[config.mk]
export PLATFORM = sky130hd
export DESIGN_NAME = sram_burst_reader
export DESIGN_NICKNAME = d
export VERILOG_FILES = /design/src/rtl/sram_burst_reader.sv
export SDC_FILE = /design/constraint.sdc
export NUM_CORES = 1
export LEC_CHECK = 0
export ABC_CLOCK_PERIOD_IN_PS = 3800
export BUFFER_PORTS_ARGS = -buffer_cell sky130_fd_sc_hd__buf_2
export CAP_MARGIN = 20
export CORE_MARGIN = 4
export CORE_UTILIZATION = 40
export CTS_CLUSTER_DIAMETER = 100
export DETAILED_ROUTE_END_ITERATION = 8
export PLACE_DENSITY = 0.63
export SYNTH_ARGS = -nofsm -noshare
export SYNTH_HDL_FRONTEND = slang
export SYNTH_SLANG_ARGS = --single-unit
[constraint.sdc]
create_clock -name clk -period 3.8 [get_ports clk]
set_input_delay 0.76 -clock clk [delete_from_list [all_inputs] [get_ports clk]]
set_output_delay 0.76 -clock clk [all_outputs]
set_load 0.01 [all_outputs]
[src/rtl/sram_burst_reader.sv]
// Burst read engine for the byte-wide activation SRAM: issues one byte read per cycle,
// packs returned bytes little-endian into 32-bit words and streams them out through a 2-entry FIFO.
module sram_burst_reader #(
  parameter int N_ENTRIES = 10240,
  parameter int LEN_W     = 14,
  parameter int AW        = $clog2(N_ENTRIES)
) (
  input  logic             clk,
  input  logic             reset_n,
  // Both streams: a transfer happens on a rising edge where valid && ready; a producer holds
  // valid and its payload steady until that edge, and ready never waits on valid.
  input  logic             cmd_valid,
  output logic             cmd_ready,
  input  logic [AW-1:0]    cmd_addr,
  input  logic [LEN_W-1:0] cmd_len,
  output logic             sram_en_o,
  output logic [AW-1:0]    sram_addr_o,
  input  logic [7:0]       sram_data_i,
  output logic             out_valid,
  input  logic             out_ready,
  output logic [31:0]      out_data,
  output logic [3:0]       out_strb,
  output logic             out_last,
  output logic             busy,
  output logic             done,
  output logic [1:0]       state_dbg
);

  typedef enum logic [1:0] {
    IDLE  = 2'd0,
    READ  = 2'd1,
    DRAIN = 2'd2
  } state_t;

  state_t state_q, state_d;

  // Issue side
  logic [AW-1:0]    addr_q;
  logic [LEN_W-1:0] left_q;
  logic [1:0]       lane_q;

  // Byte in flight through the SRAM (one cycle of read latency)
  logic             rd_pend_q;
  logic             rd_cmpl_q;
  logic             rd_final_q;
  logic [1:0]       rd_lane_q;

  logic [31:0]      pack_q;

  // Output FIFO
  logic [31:0]      fifo_data [2];
  logic [3:0]       fifo_strb [2];
  logic             fifo_last [2];
  logic             wr_ptr_q;
  logic             rd_ptr_q;
  logic [1:0]       count_q;

  logic             done_q;

  logic             cmd_fire;
  logic             len_zero;
  logic             issue;
  logic             issue_last;
  logic             issue_cmpl;
  logic             push;
  logic             push_ok;
  logic             pop;
  logic             head_last;
  logic [31:0]      push_data;
  logic [3:0]       push_strb;
  logic [AW-1:0]    addr_next;

  assign len_zero   = (cmd_len == '0);
  assign cmd_fire   = cmd_valid && (state_q == IDLE);
  assign issue_last = (left_q == LEN_W'(1));
  assign issue_cmpl = (lane_q == 2'd3) || issue_last;
  assign push       = rd_pend_q && rd_cmpl_q;
  assign push_ok    = push && ((count_q != 2'd2) || pop);
  assign pop        = out_valid && out_ready;
  assign head_last  = fifo_last[rd_ptr_q];
  assign addr_next  = (addr_q == AW'(N_ENTRIES - 1)) ? '0 : addr_q + AW'(1);

  // An issue that would complete a word is held back whenever that word could meet a full FIFO.
  always_comb begin
    state_d = state_q;
    issue   = 1'b0;
    unique case (state_q)
      IDLE: begin
        if (cmd_fire && !len_zero) state_d = READ;
      end
      READ: begin
        issue = !(issue_cmpl && ((count_q == 2'd2) || ((count_q == 2'd1) && push)));
        if (issue && issue_last) state_d = DRAIN;
      end
      DRAIN: begin
        if (pop && head_last) state_d = IDLE;
      end
      default: state_d = IDLE;
    endcase
  end

  always_ff @(posedge clk or negedge reset_n) begin
    if (!reset_n) state_q <= IDLE;
    else          state_q <= state_d;
  end

  // Word being completed: packer lanes below the incoming byte plus the byte itself.
  always_comb begin
    push_data = pack_q;
    push_data[{rd_lane_q, 3'b000} +: 8] = sram_data_i;
    push_strb = 4'hF;
    unique case (rd_lane_q)
      2'd0:    push_strb = 4'h1;
      2'd1:    push_strb = 4'h3;
      2'd2:    push_strb = 4'h7;
      default: push_strb = 4'hF;
    endcase
  end

  always_ff @(posedge clk or negedge reset_n) begin
    if (!reset_n) begin
      addr_q     <= '0;
      left_q     <= '0;
      lane_q     <= '0;
      rd_pend_q  <= 1'b0;
      rd_cmpl_q  <= 1'b0;
      rd_final_q <= 1'b0;
      rd_lane_q  <= '0;
      pack_q     <= '0;
      done_q     <= 1'b0;
    end else begin
      done_q    <= (cmd_fire && len_zero) || ((state_q == DRAIN) && pop && head_last);
      rd_pend_q <= issue;
      if (issue) begin
        rd_lane_q  <= lane_q;
        rd_cmpl_q  <= issue_cmpl;
        rd_final_q <= issue_last;
      end
      if (cmd_fire && !len_zero) begin
        addr_q <= cmd_addr;
        left_q <= cmd_len;
        lane_q <= '0;
      end else if (issue) begin
        left_q <= left_q - LEN_W'(1);
        lane_q <= lane_q + 2'd1;
        // The address stays on the final byte once the burst has been fully issued.
        if (!issue_last) addr_q <= addr_next;
      end
      if (rd_pend_q) begin
        if (rd_cmpl_q) pack_q <= '0;
        else           pack_q[{rd_lane_q, 3'b000} +: 8] <= sram_data_i;
      end
    end
  end

  always_ff @(posedge clk or negedge reset_n) begin
    if (!reset_n) begin
      for (int i = 0; i < 2; i++) begin
        fifo_data[i] <= '0;
        fifo_strb[i] <= '0;
        fifo_last[i] <= 1'b0;
      end
      wr_ptr_q <= 1'b0;
      rd_ptr_q <= 1'b0;
      count_q  <= '0;
    end else begin
      if (push_ok) begin
        fifo_data[wr_ptr_q] <= push_data;
        fifo_strb[wr_ptr_q] <= push_strb;
        fifo_last[wr_ptr_q] <= rd_final_q;
        wr_ptr_q            <= ~wr_ptr_q;
      end
      if (pop) rd_ptr_q <= ~rd_ptr_q;
      unique case ({push_ok, pop})
        2'b10:   count_q <= count_q + 2'd1;
        2'b01:   count_q <= count_q - 2'd1;
        default: count_q <= count_q;
      endcase
    end
  end

  assign out_valid   = (count_q != 2'd0);
  assign out_data    = out_valid ? fifo_data[rd_ptr_q] : '0;
  assign out_strb    = out_valid ? fifo_strb[rd_ptr_q] : '0;
  assign out_last    = out_valid ? fifo_last[rd_ptr_q] : 1'b0;
  assign sram_en_o   = issue;
  assign sram_addr_o = addr_q;
  assign cmd_ready   = (state_q == IDLE);
  assign busy        = (state_q != IDLE);
  assign done        = done_q;
  assign state_dbg   = state_q;

endmodule

Word-level counts from Yosys, hierarchy flattened
Cells that the tools add are included.
{"block": "totals", "wordCells": 116, "output_inout_bits": 58, "regBits": 148, "inputBits": 40}
{"block": "op_classes", "muxes": 38, "shifts": 2, "n_lt_le_gt_ge": 3, "addsub": 6, "bitwise": 4, "n_eq_ne": 16, "reduce_logical": 28}
{"op": "$mux 32", "count": 6}
{"op": "$mux 14", "count": 6}
{"op": "$bwmux 64", "count": 1}
{"op": "$bwmux 32", "count": 1}
{"op": "$demux 32 s1", "count": 1}
{"op": "$shift 8x7->32 const A", "count": 1}
{"op": "$shiftx 8x7->32", "count": 1}
{"op": "$mux 4", "count": 5}
{"op": "$add 14x1->14 const B", "count": 1}
{"op": "$eq 14x1->1 const B", "count": 1}
{"op": "$eq 14x14->1 const B", "count": 1}
{"op": "$logic_not 14->1", "count": 1}
{"op": "$sub 14x1->14 const B", "count": 1}
{"op": "$logic_and 1x1->1", "count": 13}
{"op": "$pmux 4 s3", "count": 1}
{"op": "$eq 2x2->1 const B", "count": 5}
{"op": "$mux 2", "count": 5}
{"op": "$bwmux 8", "count": 1}
{"op": "$eq 2x1->1 const B", "count": 4}
{"op": "$reduce_bool 2->1", "count": 4}
{"op": "$neg 5->7", "count": 1}
{"op": "$mux 1", "count": 6}
{"op": "$ne 2x2->1 const B", "count": 3}
{"op": "$pmux 2 s3", "count": 1}
{"op": "other kinds (16)", "count": 26}

Logic depth before layout (Yosys ltp)
Gate-level depths: netlist of run 1.
{"block": "depth", "depth_word": 8, "mapped_depth": 9, "mapped_depth_nobuf": 8}

Worst setup path before layout of run 1
OpenSTA, ideal clock, no wires.
{"block": "synth_timing", "kind": "register to output", "from": "register count_q[0]", "to": "output sram_en_o", "arrival_time_ps": 1486, "path_buffers": 1, "setup_slack_ps": 1554, "required_ps": 3040, "stages_incl_launch_ff": 8, "path_cell_list": "dfrtp_1 > inv_1 > ha_1 > a31o_2 > nor2_1 > a21oi_4 > inv_2 > buf_2"}
{"block": "synth_between", "elab_chain_len": 6, "elab_cells_between_ends": 7, "cone_classes": "eq/ne (2); mux (1); reduce/logical (4)"}
{"element": "start, declared", "line": "56", "rtl": "logic [1:0] count_q;"}
{"element": "start signal, assigned", "line": "175", "rtl": "2'b10: count_q <= count_q + 2'd1;"}
{"element": "start signal, assigned", "line": "176", "rtl": "2'b01: count_q <= count_q - 2'd1;"}
{"element": "start signal, assigned", "line": "177", "rtl": "default: count_q <= count_q;"}
{"element": "$eq 2x1->1", "line": "92", "rtl": "issue = !(issue_cmpl && ((count_q == 2'd2) || ((count_q == 2'd1) && push)));"}
{"element": "$logic_and 1x1->1", "line": "92"}
{"element": "$logic_or 1x1->1 (*)", "line": "92"}
{"element": "$logic_and 1x1->1 (*)", "line": "92"}
{"element": "$logic_not 1->1 (*)", "line": "92"}
{"element": "$mux 1 (*)", "line": "87", "rtl": "unique case (state_q)"}
{"element": "end, declared", "line": "16", "rtl": "output logic sram_en_o,"}
Every way passes the cells marked *; elsewhere a longest branch is shown, timed or not.

Worst setup path after layout of run 1
{"block": "layout_timing", "from": "register left_q[8]", "to": "output sram_en_o"}
{"block": "layout_between", "elab_chain_len": 5}
{"element": "start, declared", "line": "39", "rtl": "logic [LEN_W-1:0] left_q;"}
{"element": "start signal, assigned", "line": "141", "rtl": "left_q <= cmd_len;"}
{"element": "start signal, assigned", "line": "144", "rtl": "left_q <= left_q - LEN_W'(1);"}
{"element": "$eq 14x1->1", "line": "75", "rtl": "assign issue_last = (left_q == LEN_W'(1));"}
{"element": "$logic_or 1x1->1", "line": "76", "rtl": "assign issue_cmpl = (lane_q == 2'd3) || issue_last;"}
{"element": "$logic_and 1x1->1", "line": "92"}
{"element": "$logic_not 1->1", "line": "92"}
{"element": "$mux 1", "line": "87"}
Every way passes these cells.

==> metrics.txt, run 1 <==
leakage a little under 0.004 uW; Max-Cap Viols 0; slew of the pin with the lowest slew margin between 1 and 1.5 ns; Final ANT Viol Nets 0; Synth area leader dfrtp_1; IO Port Bufs 97; critical path endpoint category primary output; Final Cell Area roughly 8700 sq um; synthesis-to-layout area growth 17.67%; Post-CTS Setup Repair Bufs 0; CTS root buf clkbuf_16; status completed; drt wl/cell 15.51 um; worst skew pair latency roughly 0.43 ns; Die X-Extent ~140 um; vias in the first global route about 5700; Core ar. roughly 18000 sq um; CTS H-tree depth 4; Crit Path Category reg2out; most frequent cell after synthesis dfrtp_1; Yosys reg bits between 100 and 150; Cell Area, Placed ~8000 sq um; CP arrival between 2 and 2.5 ns; GR Layer Usage met2 0.2768; syn nets just under 900; Syn Inst Count 828; critical path required time around 3 ns; Clock Skew 0.009771 ns; Async S/R FF share, synth 1.000; setup TNS 0 ns; Hold/Removal Path Class in2async; Synth Warn # 0; library cells used by synthesis 54; Main synth FF type dfrtp_1; GPL Wtd Cong 0.8297; average size of a mapped cell around 8.9 sq um; remaining global-route overflow 0; post-cts sizing count 0; via/cell ratio around 5.3; critical path's slowest cell dfrtp_1; register area between 3000 and 4000 sq um; PwrDens roughly 880 nW/um^2; gr usage total 0.1786; relative slew slack 0.3231; first-pass GRT wire length 29550 um; DP HPWL 11700 um; Max Freq approximately 320 MHz; cell mode on critical path buf_4; VDD IR max 410.7 uV; Multi-input gate area roughly 3300 sq um; DP Worst Slack 1.083 ns; Die H 143.9 um; starting density of the core 0.4084; Post-synth EDFFs 0; Worst-path clk slew 0.06 ns; share of layout cells above drive strength 1 0.1721; Starting DRT DRC Count between 200 and 300; DR vias 6099; R2R Path End pack_q[3]; Post-synth top cells dfrtp_1 (148), nor2_1 (128), a21oi_1 (105); Ports 98; met3 Usage GRT 0.04293; Layout fillers 1712; busiest metal layer after global routing met2; DIE AREA between 20000 and 25000 sq um; DR pass1 iterations 5; final WL 17700 um; Global Route met1 Usage 0.2545; clk sinks between 100 and 150; Setup WS post-layout between 0.6 and 0.7 ns; Worst Path Max Fanout 27; hold_buf cts 0; RSZ-0062 raised after global routing false; final setup vio count 0; Post-route DRC 0; fin crit share 0.8352; CP Cell Sequence nor4_2, nand4_1, buf_4, a21oi_4, buf_4, inv_2, buf_2; antenna fix cells 0; R2R Setup Slk ~1.4 ns; reg2reg path depth 7; fin nets 954; final hold vios 0; Worst setup SP type flip-flop; # rows between 40 and 50; reg-to-reg critical path startpoint rd_lane_q[0]; Tmin final between 3 and 4 ns; TritonCTS Buffers 17; Hold Worst Slack between 0.3 and 0.4 ns; initial antenna violation count 0; CTS Buffer Depth 2; fin. max-slew vios 0; Post-Syn Area between 7000 and 8000 sq um; Synth top area share 0.5014; Area contributors post-synth dfrtp_1 (50%), a21oi_1 (7.1%), nor2_1 (6.5%), mux2i_1 (5.1%), nand2_1 (3.5%); largest net degree at the start of global routing 82; share of the yosys chip area belonging to registers 0.5014; CP max stage delay approximately 0.46 ns; CTS tree yes
-- kinds of logic (layout without fill, tap and decap cells) --
group / after synthesis / after routing / synth area share
DFF: 148 / 148 / 0.5014
buffers and inverters: 104 / 188 / 0.05743
xor gates and xnor gates: 10 / 10 / 0.01186
and+or+nand+nor: 291 / 291 / 0.1804
AOI/OAI and AO/OA: 220 / 220 / 0.1689
muxes: 40 / 40 / 0.05455
adders and majority gates: 15 / 15 / 0.02541
-- layout make-up --
cell class                 count  share of cell area
clock buffer                  20             0.05140
clock inverter                12             0.02332
inverter                      44             0.01900
multi-input combinational    576              0.3760
sequential                   148              0.4263
tap                          229             0.03297
timing repair buffer         112             0.07098
-- power breakdown --
part | switching, uW | internal [uW] | total (uW)
logic | 1820 | 1230 | 3060
clock network | 659 | 1180 | 1840
registers | 526 | 2250 | 2780
total | 3010 | 4670 | 7680
-- how the worst max path moves through the flow --
stage          startpoint   endpoint  slack, ns
2_1_floorplan  count_q[0]  sram_en_o       1.55
3_3_place_gp   count_q[0]  sram_en_o       1.10
3_5_place_dp   count_q[0]  sram_en_o       1.08
4_1_cts         left_q[8]  sram_en_o       0.59
5_1_grt         left_q[4]  sram_en_o       0.42
6_report        left_q[8]  sram_en_o       0.63
-- cells in the final DEF, fill, tap and decap left out, types with 7 or more instances in the layout --
cell / count
dfrtp_1: 147
nor2_1: 128
a21oi_1: 105
buf_2: 96
nand2_1: 67
o21ai_0: 49
inv_1: 43
mux2i_1: 38
o22ai_1: 34
nand3_1: 19
clkbuf_16: 17
nor3_1: 16
ha_1: 15
buf_4: 14
and3_1: 10
a31oi_1: 9
nand4_1: 7
xor2_1: 7
-- state kept, by name, indices dropped and copies added (netlist names), 2 cells and up --
name,count
lane_q,2
pack_q,32
fifo_data,64
rd_lane_q,2
fifo_strb,8
fifo_last,2
left_q,14
sram_addr_o,14
state_dbg,2
count_q,2
-- stage by stage --
step / instances / utilization / total power, uW
after CTS: 1140 / 0.4801 / 7766
after global routing: 1141 / 0.4805 / 8314
final: 1141 / 0.4805 / 7677
after global placement: 1108 / 0.4442 / 5831
after floorplan: 828 / - / 4904
after detailed placement: 1108 / 0.4442 / 5888
-- layer usage --
metal / routed length (um) / up-vias / part of all wire
met5: 0 / - / 0
met3: 887 / 12 / 0.050
met4: 143 / 0 / 0.0081
met1: 8444 / 2914 / 0.48
li1: - / 3023 / -
met2: 8225 / 150 / 0.46
-- critical path, delay by kind of cell, from the launching register on --
kind                   cells  cell delay, ns
buffers and inverters      4            0.89
AND/OR/NAND/NOR            2            0.53
flip-flops                 1            0.46
AO/OA/AOI/OAI              1            0.11
(Power assumes the default switching activity.)
==> run 2, diff against run 1 <==
--- a/config.mk
+++ b/config.mk
@@ -5,14 +5,14 @@
 export SDC_FILE = /design/constraint.sdc
 export NUM_CORES = 1
 export LEC_CHECK = 0
-export ABC_CLOCK_PERIOD_IN_PS = 3800
+export ABC_CLOCK_PERIOD_IN_PS = 2600
 export BUFFER_PORTS_ARGS = -buffer_cell sky130_fd_sc_hd__buf_2
 export CAP_MARGIN = 20
 export CORE_MARGIN = 4
 export CORE_UTILIZATION = 40
 export CTS_CLUSTER_DIAMETER = 100
 export DETAILED_ROUTE_END_ITERATION = 8
-export PLACE_DENSITY = 0.63
+export PLACE_DENSITY = 0.65
 export SYNTH_ARGS = -nofsm -noshare
 export SYNTH_HDL_FRONTEND = slang
 export SYNTH_SLANG_ARGS = --single-unit
==> constraint.sdc (replaced) <==
create_clock -name clk -period 2.6 [get_ports clk]
set_input_delay 0.52 -clock clk [delete_from_list [all_inputs] [get_ports clk]]
set_output_delay 0.52 -clock clk [all_outputs]
set_load 0.01 [all_outputs]
==> run 2 against run 1 <==
Against the previous run:
- first-iteration DRC count is 35% higher
- clock skew is 0.0016 ns higher
- via count is 0.33% higher
- cell area is 0.39% higher
- register-to-register slack worse by 1.0 ns
- critical endpoint unchanged
- non-clock buffer count is 10 higher
- worst setup slack worse by 0.51 ns
- sequential share of layout area is 0.17 points lower
- critical path type unchanged
==> metrics.txt, run 2 (synthesis results as in run 1) <==
status completed; met3 WL post-DR 923 um (+4.1%); setup TNS 0 ns (unchanged); DR pass1 iterations 6 (+1); critical path required time 2.08 ns (-0.96 ns); final hold vios 0 (unchanged); final WL 18170 um (+2.6%); Ports 98 (unchanged); # rows 49 (unchanged); CP arrival 1.96 ns (-0.45 ns); fin crit share 0.9540; leakage 0.004010 uW (+0.83%); Die X-Extent 143.9 um (unchanged); TritonCTS Buffers 17 (unchanged); Met2 Wirelength 8241 um (+0.19%); R2R Path End sram_addr_o[11]; slew of the pin with the lowest slew margin 0.7198 ns (-0.2863 ns); Highest Signal Layer met4; DR vias 6119 (+0.33%); Clock Skew 0.01140 ns (+0.001627 ns); Pwr Total 10990 uW (+43%); Metal-1 WL 8830 um (+4.6%); fin nets 964 (+1.0%); CTS tree yes; IO Port Bufs 97 (unchanged); CTS H-tree depth 4 (unchanged); clk sinks 148 (unchanged); Cell Area, Placed 8154 sq um (+1.5%); Die H 143.9 um (unchanged); first-pass GRT wire length 29930 um (+1.3%); CTS root buf clkbuf_16; R2R Setup Slk 0.37 ns (-1.04 ns); share of layout cells above drive strength 1 0.1824 (+0.01026); VDD IR max 685.6 uV (+67%); CTS Buffer Depth 2 (unchanged); Final ANT Viol Nets 0 (unchanged); max reg flops 64 (unchanged); largest net degree at the start of global routing 72 (-12%); Biggest register fifo_data; post-cts sizing count 0 (unchanged); gr usage total 0.1817 (+0.003118); antenna fix cells 0 (unchanged); fin. max-slew vios 0 (unchanged); relative slew slack 0.5184 (+0.1953); commonest non-fill, non-tap cell in the layout dfrtp_1; final setup vio count 0 (unchanged); PwrDens 1260 nW/um^2 (+43%); Final Cell Area 8725 sq um (+0.39%); worst skew pair latency 0.43 ns (about the same); Core ar. 18090 sq um (unchanged); drt wl/cell 15.80 um (+1.8%); Layout fillers 1708 (-0.23%); reg-to-reg critical path startpoint count_q[0]; Max Freq slightly above 400 MHz; most frequent cells in the layout dfrtp_1 (147), nor2_1 (127), a21oi_1 (105); Worst Path Max Fanout 15 (-44%); reg2reg path depth 7 (unchanged); biggest regs fifo_data: 64 flops, pack_q: 32 flops; Worst setup SP type flip-flop; DIE AREA 20700 sq um (unchanged); Starting DRT DRC Count 387 (+35%); Worst-path clk slew 0.06 ns (about the same); vias in the first global route 5855 (+2.2%); hold_buf cts 0 (unchanged); Multi-input gate area 3286 sq um (+0.54%); Hold/Removal Path Class in2async; Crit Path Category reg2out; Post-CTS Setup Repair Bufs 0 (unchanged); initial antenna violation count 0 (unchanged); synthesis-to-layout area growth 18.13%; GPL Wtd Cong 0.8407 (+1.3%); Max-Cap Viols 0 (unchanged); starting density of the core 0.4084 (unchanged); via/cell ratio 5.321 (-0.46%); Post-route DRC 0 (unchanged); Tmin final ~2.5 ns; register area 3705 sq um (unchanged); RSZ-0062 raised after global routing false; remaining global-route overflow 0 (unchanged); DP HPWL 11980 um (+2.4%); critical path endpoint category primary output
-- run 2: cell count changes in the layout (fill, tap and decap cells not counted), sizes merged --
| cell | delta |
|---|---|
| buf | +10 |
| bufinv | -4 |
| clkinvlp | -2 |
| inv | +1 |
| clkinv | +4 |
-- run 2: per-stage QoR --
stage / hold WS, ns / util / cells / setup slack, ns
2_1_floorplan: 0.2244 / - / 828 / 0.5282
3_3_place_gp: 0.4506 / 0.4508 / 1119 / 0.4506
3_5_place_dp: 0.4544 / 0.4508 / 1119 / 0.3744
4_1_cts: 0.09727 / 0.4813 / 1150 / 0.007569
5_1_grt: 0.1336 / 0.4824 / 1150 / 0.004818
6_report: 0.06717 / 0.4824 / 1150 / 0.1197
-- run 2: power breakdown --
part / internal, uW / switching, uW / total (uW)
logic: 1880 / 2780 / 4670
clock network: 1340 / 985 / 2330
registers: 3290 / 713 / 4000
-- run 2: worst max path at each step --
| stage | from | endpoint | slack, ns | cells after the start |
|---|---|---|---|---|
| after global routing | left_q[1] | sram_en_o | 0.005 | 7 |
| after CTS | count_q[0] | sram_en_o | 0.008 | 7 |
| after global placement | count_q[0] | sram_addr_o[11] | 0.45 | 7 |
| after floorplan | rd_lane_q[0] | pack_q[16] | 0.53 | 9 |
| after detailed placement | count_q[0] | sram_addr_o[1] | 0.37 | 7 |
| final | left_q[1] | sram_en_o | 0.12 | 7 |
-- run 2: worst max-delay path: stages (launching register included) --
cell	delay, ns
dfrtp_1	0.37
inv_1	0.12
ha_1	0.15
nor3b_1	0.22
nand4_1	0.22
a21oi_4	0.21
inv_4	0.10
buf_2	0.15
-- run 2: area by class of cell --
| cell class | instances | area share |
|---|---|---|
| clock inverters | 11 | 0.01190 |
| well taps | 229 | 0.03284 |
| repair buffers | 122 | 0.08361 |
| inverters | 44 | 0.01922 |
| flip-flops and latches | 148 | 0.4246 |
| multi-input cells | 576 | 0.3766 |
| clock buffers | 20 | 0.05120 |
-- run 2: routing by layer --
layer / vias to the layer above / track usage
met5: - / 0
li1: 3020 / -
met1: 2924 / 0.2631
met2: 159 / 0.2778
met3: 16 / 0.04293
met4: 0 / 0.04212
==> run 3, diff against run 2 <==
--- a/config.mk
+++ b/config.mk
@@ -5,10 +5,10 @@
 export SDC_FILE = /design/constraint.sdc
 export NUM_CORES = 1
 export LEC_CHECK = 0
-export ABC_CLOCK_PERIOD_IN_PS = 2600
+export ABC_CLOCK_PERIOD_IN_PS = 2000
 export BUFFER_PORTS_ARGS = -buffer_cell sky130_fd_sc_hd__buf_2
 export CAP_MARGIN = 20
-export CORE_MARGIN = 4
+export CORE_MARGIN = 2
 export CORE_UTILIZATION = 40
 export CTS_CLUSTER_DIAMETER = 100
 export DETAILED_ROUTE_END_ITERATION = 8
==> constraint.sdc (replaced) <==
create_clock -name clk -period 2 [get_ports clk]
set_input_delay 0.4 -clock clk [delete_from_list [all_inputs] [get_ports clk]]
set_output_delay 0.4 -clock clk [all_outputs]
set_load 0.01 [all_outputs]
==> run 3 against run 2 <==
Against the previous run:
- the flow now finishes with violations (setup timing)
- combinational power rose by 110%
- first-iteration DRC count is 4.7% lower
- sequential power rose by 32%
- final cell count grew 5.8%
- routed wire length is 12% higher
- critical path depth is the same
- critical path type unchanged
- largest cell class is now multi-input combinational cells
==> metrics.txt, run 3 (synthesis results as in run 1) <==
remaining global-route overflow 0 (unchanged); hold depth 3; CP Cell Sequence nor4_2, buf_4, nand4_1, buf_4, a21oi_4, inv_4, buf_6; leakage 0.004475 uW (+12%); Max-Cap Viols 0 (unchanged); Hold Worst Slack 0.1864 ns (+0.1192 ns); # rows 49 (unchanged); Ports 98 (unchanged); cell mode on critical path buf_4; fin. max-slew vios 0 (unchanged); Top delay family on crit path buffers and inverters; vias in the first global route 6046 (+3.3%); Post-route DRC 0 (unchanged); CTS tree yes; starting density of the core 0.4098 (+0.001389); commonest non-fill, non-tap cell in the layout dfrtp_1; Starting DRT DRC Count 369 (-4.7%); Clock Skew 0.01037 ns (-0.001032 ns); Crit path buffers/inverters 4 (+1); CTS H-tree depth 4 (unchanged); Hold/Removal Path Class in2reg; Crit Path Category reg2out; via/cell ratio 5.434 (+2.1%); CTS Buffer Depth 2 (unchanged); first-pass GRT wire length 30720 um (+2.6%); Pwr Total 18170 uW (+65%); Tmin final between 2 and 2.5 ns; final hold vios 0 (unchanged); critical path's slowest cell dfrtp_1; Worst Path Max Fanout 2 (-13); Die X-Extent 139.9 um (-2.8%); final setup vio count 33 (+33); DIE AREA 19570 sq um (-5.5%); largest net degree at the start of global routing 54 (-25%); worst skew pair latency 0.42 ns (about the same); biggest regs fifo_data: 64 flops, pack_q: 32 flops; PwrDens 1761 nW/um^2 (+40%); Layout fillers 1553 (-9.1%); IO Port Bufs 97 (unchanged); DR pass1 iterations 4 (-2); Setup WS post-layout -0.1936 ns (-0.3133 ns); most frequent cells in the layout dfrtp_1 (147), a21oi_1 (104), nor2_1 (95); final WL 20420 um (+12%); DR vias 6613 (+8.1%); GPL Wtd Cong 0.8604 (+2.3%); Max Freq 455.9 MHz; drt wl/cell 16.78 um (+6.2%); Core ar. 18020 sq um (-0.34%); Biggest register fifo_data; RSZ-0062 raised after global routing true; VDD IR max 1149 uV (+68%); fin nets 1031 (+7.0%); Worst-path clk slew 0.06 ns (about the same); status finished, violations left; DP HPWL 12300 um (+2.7%); CP arrival 1.79 ns (-0.17 ns); initial antenna violation count 0 (unchanged); slew of the pin with the lowest slew margin 0.5122 ns (-0.2076 ns); reg2reg path depth 10 (+3); TritonCTS Buffers 17 (unchanged); clk sinks 148 (unchanged); fin crit share 1.097; relative slew slack 0.6554 (+0.1370); max reg flops 64 (unchanged); Die H 139.9 um (-2.8%); synthesis-to-layout area growth 39.76%; CP max stage delay 0.39 ns (+0.02 ns); critical path endpoint category primary output; critical path depth in cells 7 (unchanged); CTS root buf clkbuf_16; Worst setup SP type flip-flop; critical path required time 1.60 ns (-0.48 ns); antenna fix cells 0 (unchanged); Final ANT Viol Nets 0 (unchanged); gr usage total 0.1947 (+0.01294); share of layout cells above drive strength 1 0.3168 (+0.1344); failing checks setup timing
## run 3: cell types whose count changed in the layout (fill, tap and decap cells not counted), moves of 8 or more
cell | before | now
mux2i_1 | 38 | 9
buf_4 | 21 | 62
buf_12 | 4 | 13
mux2i_2 | 0 | 8
clkbuf_16 | 17 | 25
nor2_4 | 0 | 27
buf_2 | 96 | 69
buf_6 | 1 | 32
mux2i_4 | 0 | 21
nor2_1 | 127 | 95
## run 3: metal layers
metal,vias up,GRT usage,wire length [um]
met4,0,0.04211,186
met2,216,0.3058,9864
met5,-,0,0
met1,3221,0.2759,9371
met3,16,0.04646,997
li1,3160,-,-
## run 3: stage by stage
step           setup slack, ns  std cells  area [sq um]  utilization  setup TNS (ns)
2_1_floorplan         0.001621        828          7388            -               0
3_3_place_gp           0.01931       1153          8472       0.4700               0
3_5_place_dp          -0.05151       1153          8472       0.4700         -0.1651
4_1_cts                -0.2320       1192          9206       0.5108         -0.2374
5_1_grt                -0.3203       1217         10320       0.5727          -4.776
6_report               -0.1936       1217         10320       0.5727          -1.693
## run 3: worst paths after layout
kind | from | to | slack (ns)
max | left_q[11] | sram_en_o | -0.19
min | cmd_addr[4] | sram_addr_o[4] | 0.19
max reg2reg | count_q[1] | left_q[13] | -0.04
min reg2reg | fifo_data[12] | fifo_data[12] | 0.48
max in group asynchronous | reset_n | rd_ptr_q | 0.87
min in group asynchronous | reset_n | fifo_data[19] | 0.47
## run 3: report_power, final
part | internal (uW) | total (uW) | switching, uW
registers | 4290 | 5290 | 1000
clock network | 1980 | 3300 | 1320
logic | 4750 | 9590 | 4830
## run 3: timing repair
item,in CTS,in global routing
cloned,0,12
resized for setup,16,163
endpoints found under the hold margin,38,0
buffers inserted,7,14
pin swaps,2,31
hold buffers,1,0
setup endpoints to repair,30,119
## run 3: cell type report
class,instances,area [sq um],share of cell area
clock buffer,18,429.2,0.04158
timing repair buffer,188,1687,0.1634
tap,229,286.5,0.02776
multi-input combinational,577,3871,0.3750
clock inverter,13,173.9,0.01685
sequential,148,3707,0.3592
inverter,44,167.7,0.01624
## run 3: worst reg2reg max path, stage by stage (launching register included)
cell and delay, ns:
dfrtp_1 0.41, inv_2 0.08, ha_2 0.18, a31o_4 0.24
nor2_4 0.14, a21oi_4 0.05, buf_4 0.14, buf_6 0.12
buf_12 0.13, o211a_1 0.20, a211o_1 0.25
